==> config.mk <==
export PLATFORM = sky130hd
export DESIGN_NAME = receiver
export DESIGN_NICKNAME = d
export VERILOG_FILES = /design/src/rtl/receiver_pkg.sv /design/src/rtl/receiver_rr_arbiter.sv /design/src/rtl/receiver.sv
export SDC_FILE = /design/constraint.sdc
export NUM_CORES = 1
export LEC_CHECK = 0
export BUFFER_PORTS_ARGS = -buffer_cell sky130_fd_sc_hd__buf_2
export CAP_MARGIN = 20
export CORE_MARGIN = 2
export CORE_UTILIZATION = 30
export DETAILED_ROUTE_END_ITERATION = 8
export GPL_ROUTABILITY_DRIVEN = 1
export PLACE_DENSITY = 0.52
export RECOVER_POWER = 25
export SYNTH_ARGS = -nofsm -noshare
export SYNTH_HDL_FRONTEND = slang
export SYNTH_SLANG_ARGS = --single-unit
==> constraint.sdc <==
create_clock -name clk -period 4.8 [get_ports clk]
set_clock_uncertainty 0.05 [all_clocks]
set_input_delay 0.24 -clock clk [delete_from_list [all_inputs] [get_ports clk]]
set_output_delay 0.24 -clock clk [all_outputs]
set_load 0.005 [all_outputs]
==> src/rtl/receiver_pkg.sv <==
// Shared switch definitions: FSM state encodings and flit bus sizing.
// The transmit stage imports the same package.
package receiver_pkg;

    localparam logic [1:0] ST_IDLE  = 2'd0;
    localparam logic [1:0] ST_WRITE = 2'd1;
    localparam logic [1:0] ST_ACK   = 2'd2;

    // Flit layout: payload, destination address, plus one control bit.
    function automatic int bus_size(input int data_size, input int addr_size);
        return data_size + addr_size + 1;
    endfunction

endpackage

==> src/rtl/receiver_rr_arbiter.sv <==
// Combinational round-robin selector: picks the first requester at or after ptr,
// wrapping from N-1 back to 0.
module rr_arbiter #(
    parameter int N = 5,
    parameter int W = 3
) (
    input  logic [N-1:0] req,
    input  logic [W-1:0] ptr,
    output logic [W-1:0] grant,
    output logic         any_grant
);

    always_comb begin
        int idx;
        grant     = '0;
        any_grant = 1'b0;
        idx       = 0;
        for (int off = 0; off < N; off++) begin
            idx = int'(ptr) + off;
            if (idx >= N) begin
                idx = idx - N;
            end
            if (!any_grant && req[idx]) begin
                any_grant = 1'b1;
                grant     = W'(idx);
            end
        end
    end

endmodule

==> src/rtl/receiver.sv <==
// Switch input stage: arbitrates among neighbour/local ports and moves one flit
// at a time into the downstream flit queue with a request/acknowledge handshake.
//
// state    | meaning
// ---------+-----------------------------------------------------------
// ST_IDLE  | waiting for a request; grants a port and latches its flit
// ST_WRITE | flit latched; write it as soon as the queue is not full
// ST_ACK   | flit written; hold r_ready_out[sel] until the sender drops
module receiver
    import receiver_pkg::*;
#(
    parameter int ADDR      = 0,
    parameter int DATA_SIZE = 32,
    parameter int ADDR_SIZE = 4,
    parameter int PORTS_NUM = 4,
    localparam int BUS_SIZE = bus_size(DATA_SIZE, ADDR_SIZE)
) (
    input  logic                                 clk,
    input  logic                                 a_rst,
    input  logic [PORTS_NUM:0]                   wr_ready_in,
    input  logic [BUS_SIZE*(PORTS_NUM+1)-1:0]    data_i,
    input  logic                                 mem_full,
    output logic [PORTS_NUM:0]                   r_ready_out,
    output logic [BUS_SIZE-1:0]                  data_o,
    output logic                                 wr_en
);

    localparam int SEL_W = $clog2(PORTS_NUM + 1);

    if (ADDR < 0 || ADDR >= (1 << ADDR_SIZE)) begin : g_addr_chk
        $error("receiver: ADDR does not fit in ADDR_SIZE bits");
    end

    logic [1:0]       state;
    logic [SEL_W-1:0] sel;
    logic [SEL_W-1:0] rr_ptr;
    logic [PORTS_NUM:0] req;
    logic [SEL_W-1:0] grant;
    logic             any_grant;

    // Floating or unknown request lines must never win arbitration.
    always_comb begin
        req = '0;
        for (int i = 0; i <= PORTS_NUM; i++) begin
            req[i] = (wr_ready_in[i] === 1'b1);
        end
    end

    rr_arbiter #(
        .N (PORTS_NUM + 1),
        .W (SEL_W)
    ) u_rr_arbiter (
        .req       (req),
        .ptr       (rr_ptr),
        .grant     (grant),
        .any_grant (any_grant)
    );

    always_ff @(posedge clk or posedge a_rst) begin
        if (a_rst) begin
            state       <= ST_IDLE;
            sel         <= '0;
            rr_ptr      <= '0;
            data_o      <= '0;
            wr_en       <= 1'b0;
            r_ready_out <= '0;
        end else begin
            wr_en <= 1'b0;
            case (state)
                ST_IDLE: begin
                    if (any_grant) begin
                        data_o <= data_i[int'(grant)*BUS_SIZE +: BUS_SIZE];
                        sel    <= grant;
                        state  <= ST_WRITE;
                    end
                end
                ST_WRITE: begin
                    if (!mem_full) begin
                        wr_en            <= 1'b1;
                        r_ready_out      <= '0;
                        r_ready_out[sel] <= 1'b1;
                        state            <= ST_ACK;
                    end
                end
                ST_ACK: begin
                    if (!req[sel]) begin
                        r_ready_out <= '0;
                        rr_ptr      <= (sel == SEL_W'(PORTS_NUM)) ? '0 : sel + 1'b1;
                        state       <= ST_IDLE;
                    end
                end
                default: begin
                    r_ready_out <= '0;
                    state       <= ST_IDLE;
                end
            endcase
        end
    end

endmodule

==> results of run 1 <==
[Yosys cell counts, types with 10 or more instances]
master	number	area share, %
sky130_fd_sc_hd__a21oi_1	12	1.2
sky130_fd_sc_hd__a31oi_1	35	4.5
sky130_fd_sc_hd__and2_1	37	4.8
sky130_fd_sc_hd__buf_2	17	1.8
sky130_fd_sc_hd__clkbuf_1	23	1.8
sky130_fd_sc_hd__dfrtp_1	51	26
sky130_fd_sc_hd__ha_1	11	2.8
sky130_fd_sc_hd__inv_1	21	1.6
sky130_fd_sc_hd__mux2i_1	75	16
sky130_fd_sc_hd__nand2_1	16	1.2
sky130_fd_sc_hd__nor2_1	11	0.85
sky130_fd_sc_hd__nor2b_1	10	1.3
sky130_fd_sc_hd__o211ai_1	31	4.8
sky130_fd_sc_hd__o21ai_0	22	2.3
sky130_fd_sc_hd__or4_1	32	5.0
[state kept, by name, indices dropped and copies added (netlist names)]
register	cells
wr_en	1
data_o	37
r_ready_out	5
sel	3
rr_ptr	3
state	2
[what timing repair did]
item / 4_1_cts / 5_1_grt
endpoints found under the setup margin: 0 / 32
resized for setup: 0 / 1
hold buffers: 0 / 0
[layout make-up]
cell class / count / area [sq um]
fillers: 1645 / 9433
multi-input cells: 420 / 3287
repair buffers: 251 / 1330
flip-flops and latches: 51 / 1277
well taps: 216 / 270.3
clock buffers: 6 / 138.9
inverters: 22 / 82.58
clock inverters: 1 / 8.758
[final timing paths]
kind	cells past startpoint	to	start	slack, ns
min in group asynchronous	3	rr_ptr[1]	a_rst	0.96
worst min-delay path	2	wr_en	mem_full	0.11
worst min register to register	2	data_o[0]	data_o[0]	0.43
max in group asynchronous	3	rr_ptr[1]	a_rst	1.93
worst max register to register	13	data_o[29]	rr_ptr[0]	0.34
worst max-delay path	13	data_o[29]	rr_ptr[0]	0.34
[cells by family (layout without fill, tap and decap cells)]
logic type      after synthesis  after routing  synth area share [%]
buf+inv                      66            280                 6.111
fa+ha+maj                    12             12                 3.263
xor+xnor                      4              4                0.7251
flops                        51             51                 26.41
mux                          84             84                 17.71
simple gates                156            156                 19.76
compound gates              164            164                 26.02
[through the flow]
stage	setup slack, ns	cells	cell area (sq um)	utilization [%]	hold slack [ns]
2_1_floorplan	0.9494	537	4832	-	0.2564
3_3_place_gp	0.3394	960	6250	39.49	0.4101
3_5_place_dp	0.3117	960	6250	39.49	0.4156
4_1_cts	0.2591	967	6397	40.42	0.1083
5_1_grt	0.09965	967	6395	40.40	0.1201
6_report	0.3419	967	6395	40.40	0.1083
[per-layer routing]
| layer | wire [microns] | global-route usage (%) | share of wire (%) |
|---|---|---|---|
| met1 | 7595 | 27.12 | 43 |
| met4 | 258 | 4.506 | 1.5 |
| met5 | 13 | 0 | 0.073 |
| met2 | 8938 | 34.47 | 50 |
| met3 | 926 | 3.624 | 5.2 |
==> summary.txt, run 1 <==
Detailed routing
  • Drc violations: 0
  • Number of vias after detailed routing: 5,107
  • Routed wire length: 17,730 microns
  • Remaining antenna violation count after routing: 0
  • Number of design-rule violations left by the first detailed-router iteration: 282
  • Average wire per cell in the routed design: 18.34 microns
  • Number of iterations in the first detailed-routing pass: 5
  • Average via count per standard cell: 5.281

Finish
  • Number of inserted diodes: 0
  • Area added between synthesis and finish: 32.34%
  • Commonest cells after routing, fill and taps aside: sky130_fd_sc_hd__buf_2 (235), sky130_fd_sc_hd__mux2i_1 (75), sky130_fd_sc_hd__dfrtp_1 (50)
  • Number of nets in the layout: 956
  • Leading cell type in the layout, fill and taps excluded: sky130_fd_sc_hd__buf_2
  • Fraction of final layout cells sized beyond drive strength 1: 38.35%

Global routing
  • Initial antenna violation count: 1
  • Vias in the first global route: 5,032
  • Pin count of the biggest net entering global routing: 63
  • First-pass GRT wire length: 27,160 microns
  • Total overflow reported by the global router: 0
  • Total GRT Usage: 20.33%

CTS
  • Max Buffers Root-to-Sink: 2
  • Clock transition time at the flip-flop clock pins of the worst setup and hold paths: 0.07 ns
  • Cts bufs inserted: 5
  • Clock latency on the worst-skew pair: 0.30 ns
  • Post-CTS setup-driven buffer insertion count: 0
  • CTS H-tree lvls: 2
  • Cell at the root of the clock tree: sky130_fd_sc_hd__clkbuf_16
  • TritonCTS clock tree: built
  • Sink count of the clock tree: 51

Synth
  • Synth Net Count: 742
  • Sequential share of the synthesized area: 26.41%
  • Avg Cell Area, Syn: 8.998 sq um
  • Yosys cell types: 67
  • Seq cells post-synth: 51
  • Share of synthesized flip-flops with an asynchronous set or reset: 100.0%
  • Synthesized netlist cell count: 537
  • Number of warning messages in the yosys log: 0
  • Most frequently used flop master after synthesis: sky130_fd_sc_hd__dfrtp_1
  • Area of the mapped netlist: 0.004832 sq mm
  • EDFF count, synth: 0

Setup path
  • Critical path's largest stage delay: 0.72 ns
  • Cell at the slowest stage of the critical path: sky130_fd_sc_hd__a2111oi_0
  • Cells along the critical path: inv_2, ha_1, inv_1, fa_1, or2_1, a2111oi_0, buf_4, or3_1, nand2_1, o221ai_2, or3_1, buf_4, o211ai_1
  • Worst path arrival time: 4.57 ns
  • Worst Path Buf+Inv: 4
  • Worst endpoint required time: 4.91 ns
  • WS Path Type: reg -> reg
  • Startpoint types: flop
  • Element type at the critical path end: flop
  • Largest delay share family, worst path: compound AO/OA/AOI/OAI gates
  • Critical path fanouts, max: 32

Die
  • Initial cell density of the core: 30.53%
  • Number of cell rows: 46
  • Ports placed on the boundary: 236
  • Die Span X: 130.9 microns
  • Area of the placeable core: 0.01583 sq mm
  • Height of the die: 130.9 microns
  • Area enclosed by the die boundary: 0.01714 sq mm

Outcome
  • Status: finished with violations
  • Violated checks: capacitance limit, slew limit

STA
  • Final setup violation count: 0
  • Final Slew Violations: 52
  • Min Tclk post-route: 4.458 ns
  • Final total negative setup slack: 0 ns
  • Unrepaired setup endpoints after global routing: false
  • Part of the cycle the worst path needs: 92.88%
  • Top achievable clock speed: 0.2243 GHz
  • Slew at the pin closest to its max-slew limit: 2.869 ns
  • Tightest slew margin relative to the limit: -91.26%
  • Final Hold Viols: 0

Min path
  • Class of the tightest hold or removal check: in -> reg

Flow run
  • Maximum capacitance violations: 1

Placement
  • Final weighted congestion in routability-driven placement: 0.8890
  • Half-perimeter wire length of the detailed placement result: 13,590 microns
  • Port Buf Inserts: 235
Power of run 1 is left out: the tool's default activity adds up to more than one toggle a clock period on the data nets, which glitch-free logic cannot reach.
==> run 2, diff against run 1 <==
- CORE_UTILIZATION: 30 -> 27
- CTS_BUF_LIST: not set -> sky130_fd_sc_hd__clkbuf_2 sky130_fd_sc_hd__clkbuf_4 sky130_fd_sc_hd__clkbuf_8
- GPL_ROUTABILITY_DRIVEN: 1 -> not set
- PLACE_DENSITY: 0.52 -> 0.48
==> summary.txt, run 2 (synthesized netlist as in run 1, its figures left out) <==
Setup path
  • Largest delay share family, worst path: compound AO/OA/AOI/OAI gates
  • Startpoint types: flop
  • Worst Path Buf+Inv: 3 (-1)
  • Worst path arrival time: 4.47 ns (-0.10 ns)
  • WS Path Type: reg -> reg
  • Critical path fanouts, max: 31 (-3.1%)
  • Beginning of the worst register-to-register path: rr_ptr[0]
  • Crit. Startpoint: rr_ptr[0]
  • Cells along the critical path: inv_2, buf_4, ha_1, nor2b_1, a221o_1, a221oi_4, nor2_1, nand3_1, a21oi_1, a211oi_4, or3_1, buf_12, o211ai_1
  • Element type at the critical path end: flop
  • Critical path's largest stage delay: 0.73 ns (about the same)
  • Cell at the slowest stage of the critical path: sky130_fd_sc_hd__a211oi_4
  • Worst endpoint required time: 4.95 ns (+0.04 ns)

Detailed routing
  • Routed wire length: 18,370 microns (+3.6%)
  • Average wire per cell in the routed design: 18.70 microns (+2.0%)
  • Remaining antenna violation count after routing: 0 (unchanged)
  • Drc violations: 0 (unchanged)
  • Number of iterations in the first detailed-routing pass: 5 (unchanged)
  • Number of vias after detailed routing: 5,172 (+1.3%)
  • Average via count per standard cell: 5.267 (-0.27%)
  • Number of design-rule violations left by the first detailed-router iteration: 241 (-15%)

Finish
  • Commonest cells after routing, fill and taps aside: sky130_fd_sc_hd__buf_2 (235), sky130_fd_sc_hd__mux2i_1 (75), sky130_fd_sc_hd__dfrtp_1 (51)
  • Leading cell type in the layout, fill and taps excluded: sky130_fd_sc_hd__buf_2
  • Fillcell total: 1,821 (+11%)
  • Largest regs: data_o x37, r_ready_out x5
  • Area added between synthesis and finish: 32.68%
  • Number of inserted diodes: 0 (unchanged)
  • Top register by number of flip-flops: data_o
  • Max FFs per register: 37 (unchanged)
  • Fraction of final layout cells sized beyond drive strength 1: 38.57% (+0.22 points)
  • Number of nets in the layout: 962 (+0.63%)

STA
  • Min Tclk post-route: 4.318 ns (-0.1403 ns)
  • Tightest slew margin relative to the limit: -91.97% (-0.71 points)
  • Part of the cycle the worst path needs: 89.95% (-2.9 points)
  • Final Hold Viols: 0 (unchanged)
  • Top achievable clock speed: 0.2316 GHz (+3.2%)
  • Unrepaired setup endpoints after global routing: false
  • Final Slew Violations: 52 (unchanged)
  • Final total negative setup slack: 0 ns (unchanged)
  • Final setup violation count: 0 (unchanged)
  • Slew at the pin closest to its max-slew limit: 2.880 ns (+0.01066 ns)

Die
  • Area enclosed by the die boundary: 0.01898 sq mm (+11%)
  • Initial cell density of the core: 27.74% (-2.8 points)
  • Area of the placeable core: 0.01742 sq mm (+10%)
  • Ports placed on the boundary: 236 (unchanged)
  • Height of the die: 137.8 microns (+5.2%)
  • Die Span X: 137.8 microns (+5.2%)
  • Number of cell rows: 48 (+4.3%)

Placement
  • Port Buf Inserts: 235 (unchanged)
  • Half-perimeter wire length of the detailed placement result: 14,280 microns (+5.1%)
  • Final weighted congestion in routability-driven placement: 0.9137 (+2.8%)

Global routing
  • Vias in the first global route: 5,329 (+5.9%)
  • Pin count of the biggest net entering global routing: 52 (-17%)
  • Initial antenna violation count: 0 (-1)
  • First-pass GRT wire length: 27,810 microns (+2.4%)
  • Total GRT Usage: 19.00% (-1.3 points)
  • Total overflow reported by the global router: 0 (unchanged)

CTS
  • Clock transition time at the flip-flop clock pins of the worst setup and hold paths: 0.11 ns (+0.04 ns)
  • Clock latency on the worst-skew pair: 0.33 ns (+0.03 ns)
  • Max Buffers Root-to-Sink: 2 (unchanged)
  • Hold Buf Count CTS: 0 (unchanged)
  • Sink count of the clock tree: 51 (unchanged)
  • TritonCTS clock tree: built
  • Cell at the root of the clock tree: sky130_fd_sc_hd__clkbuf_8
  • CTS H-tree lvls: 2 (unchanged)
  • Cts bufs inserted: 5 (unchanged)
  • Post-CTS setup-driven buffer insertion count: 0 (unchanged)
  • Cts repair resizes: 0 (unchanged)

Flow run
  • Maximum capacitance violations: 1 (unchanged)

Outcome
  • Status: finished with violations
  • Violated checks: capacitance limit, slew limit

Min path
  • Class of the tightest hold or removal check: in -> reg
  • Hold_sp: mem_full
[run 2: path summary, 6_finish.rpt]
| path | slack (ns) | end | cells past startpoint |
|---|---|---|---|
| min | 0.08 | wr_en | 2 |
| max in group asynchronous | 2.13 | data_o[30] | 3 |
| max reg2reg | 0.48 | data_o[23] | 13 |
| min in group asynchronous | 0.93 | rr_ptr[0] | 3 |
| min reg2reg | 0.44 | data_o[36] | 2 |
| max | 0.48 | data_o[23] | 13 |
[run 2: area by class of cell]
| class | count | area (sq um) | area share (%) |
|---|---|---|---|
| Sequential cell | 51 | 1276 | 19.91 |
| Tap cell | 225 | 281.5 | 4.391 |
| Clock inverter | 1 | 8.758 | 0.1366 |
| Clock buffer | 6 | 82.58 | 1.288 |
| Inverter | 22 | 82.58 | 1.288 |
| Multi-Input combinational cell | 420 | 3287 | 51.27 |
| Timing Repair Buffer | 257 | 1393 | 21.72 |
[run 2: through the flow]
stage               hold slack [ns]  util (%)  cells  worst slack, ns  instance area [sq um]
floorplan                    0.2564         -    537           0.9494                   4832
global placement             0.4121     36.24    974           0.6000                   6311
detailed placement           0.4120     36.24    974           0.4921                   6311
CTS                         0.04474     36.76    981           0.4553                   6402
global route                0.07067     36.81    982           0.1817                   6411
finish                      0.08408     36.81    982           0.4822                   6411
[run 2: per-layer routing]
metal / GRT usage [%] / routed length (microns)
met5: 0 / 0
met1: 23.24 / 7579
met2: 32.53 / 9136
met4: 7.029 / 548
met3: 4.341 / 1100
Power of run 2 is left out for the same reason.
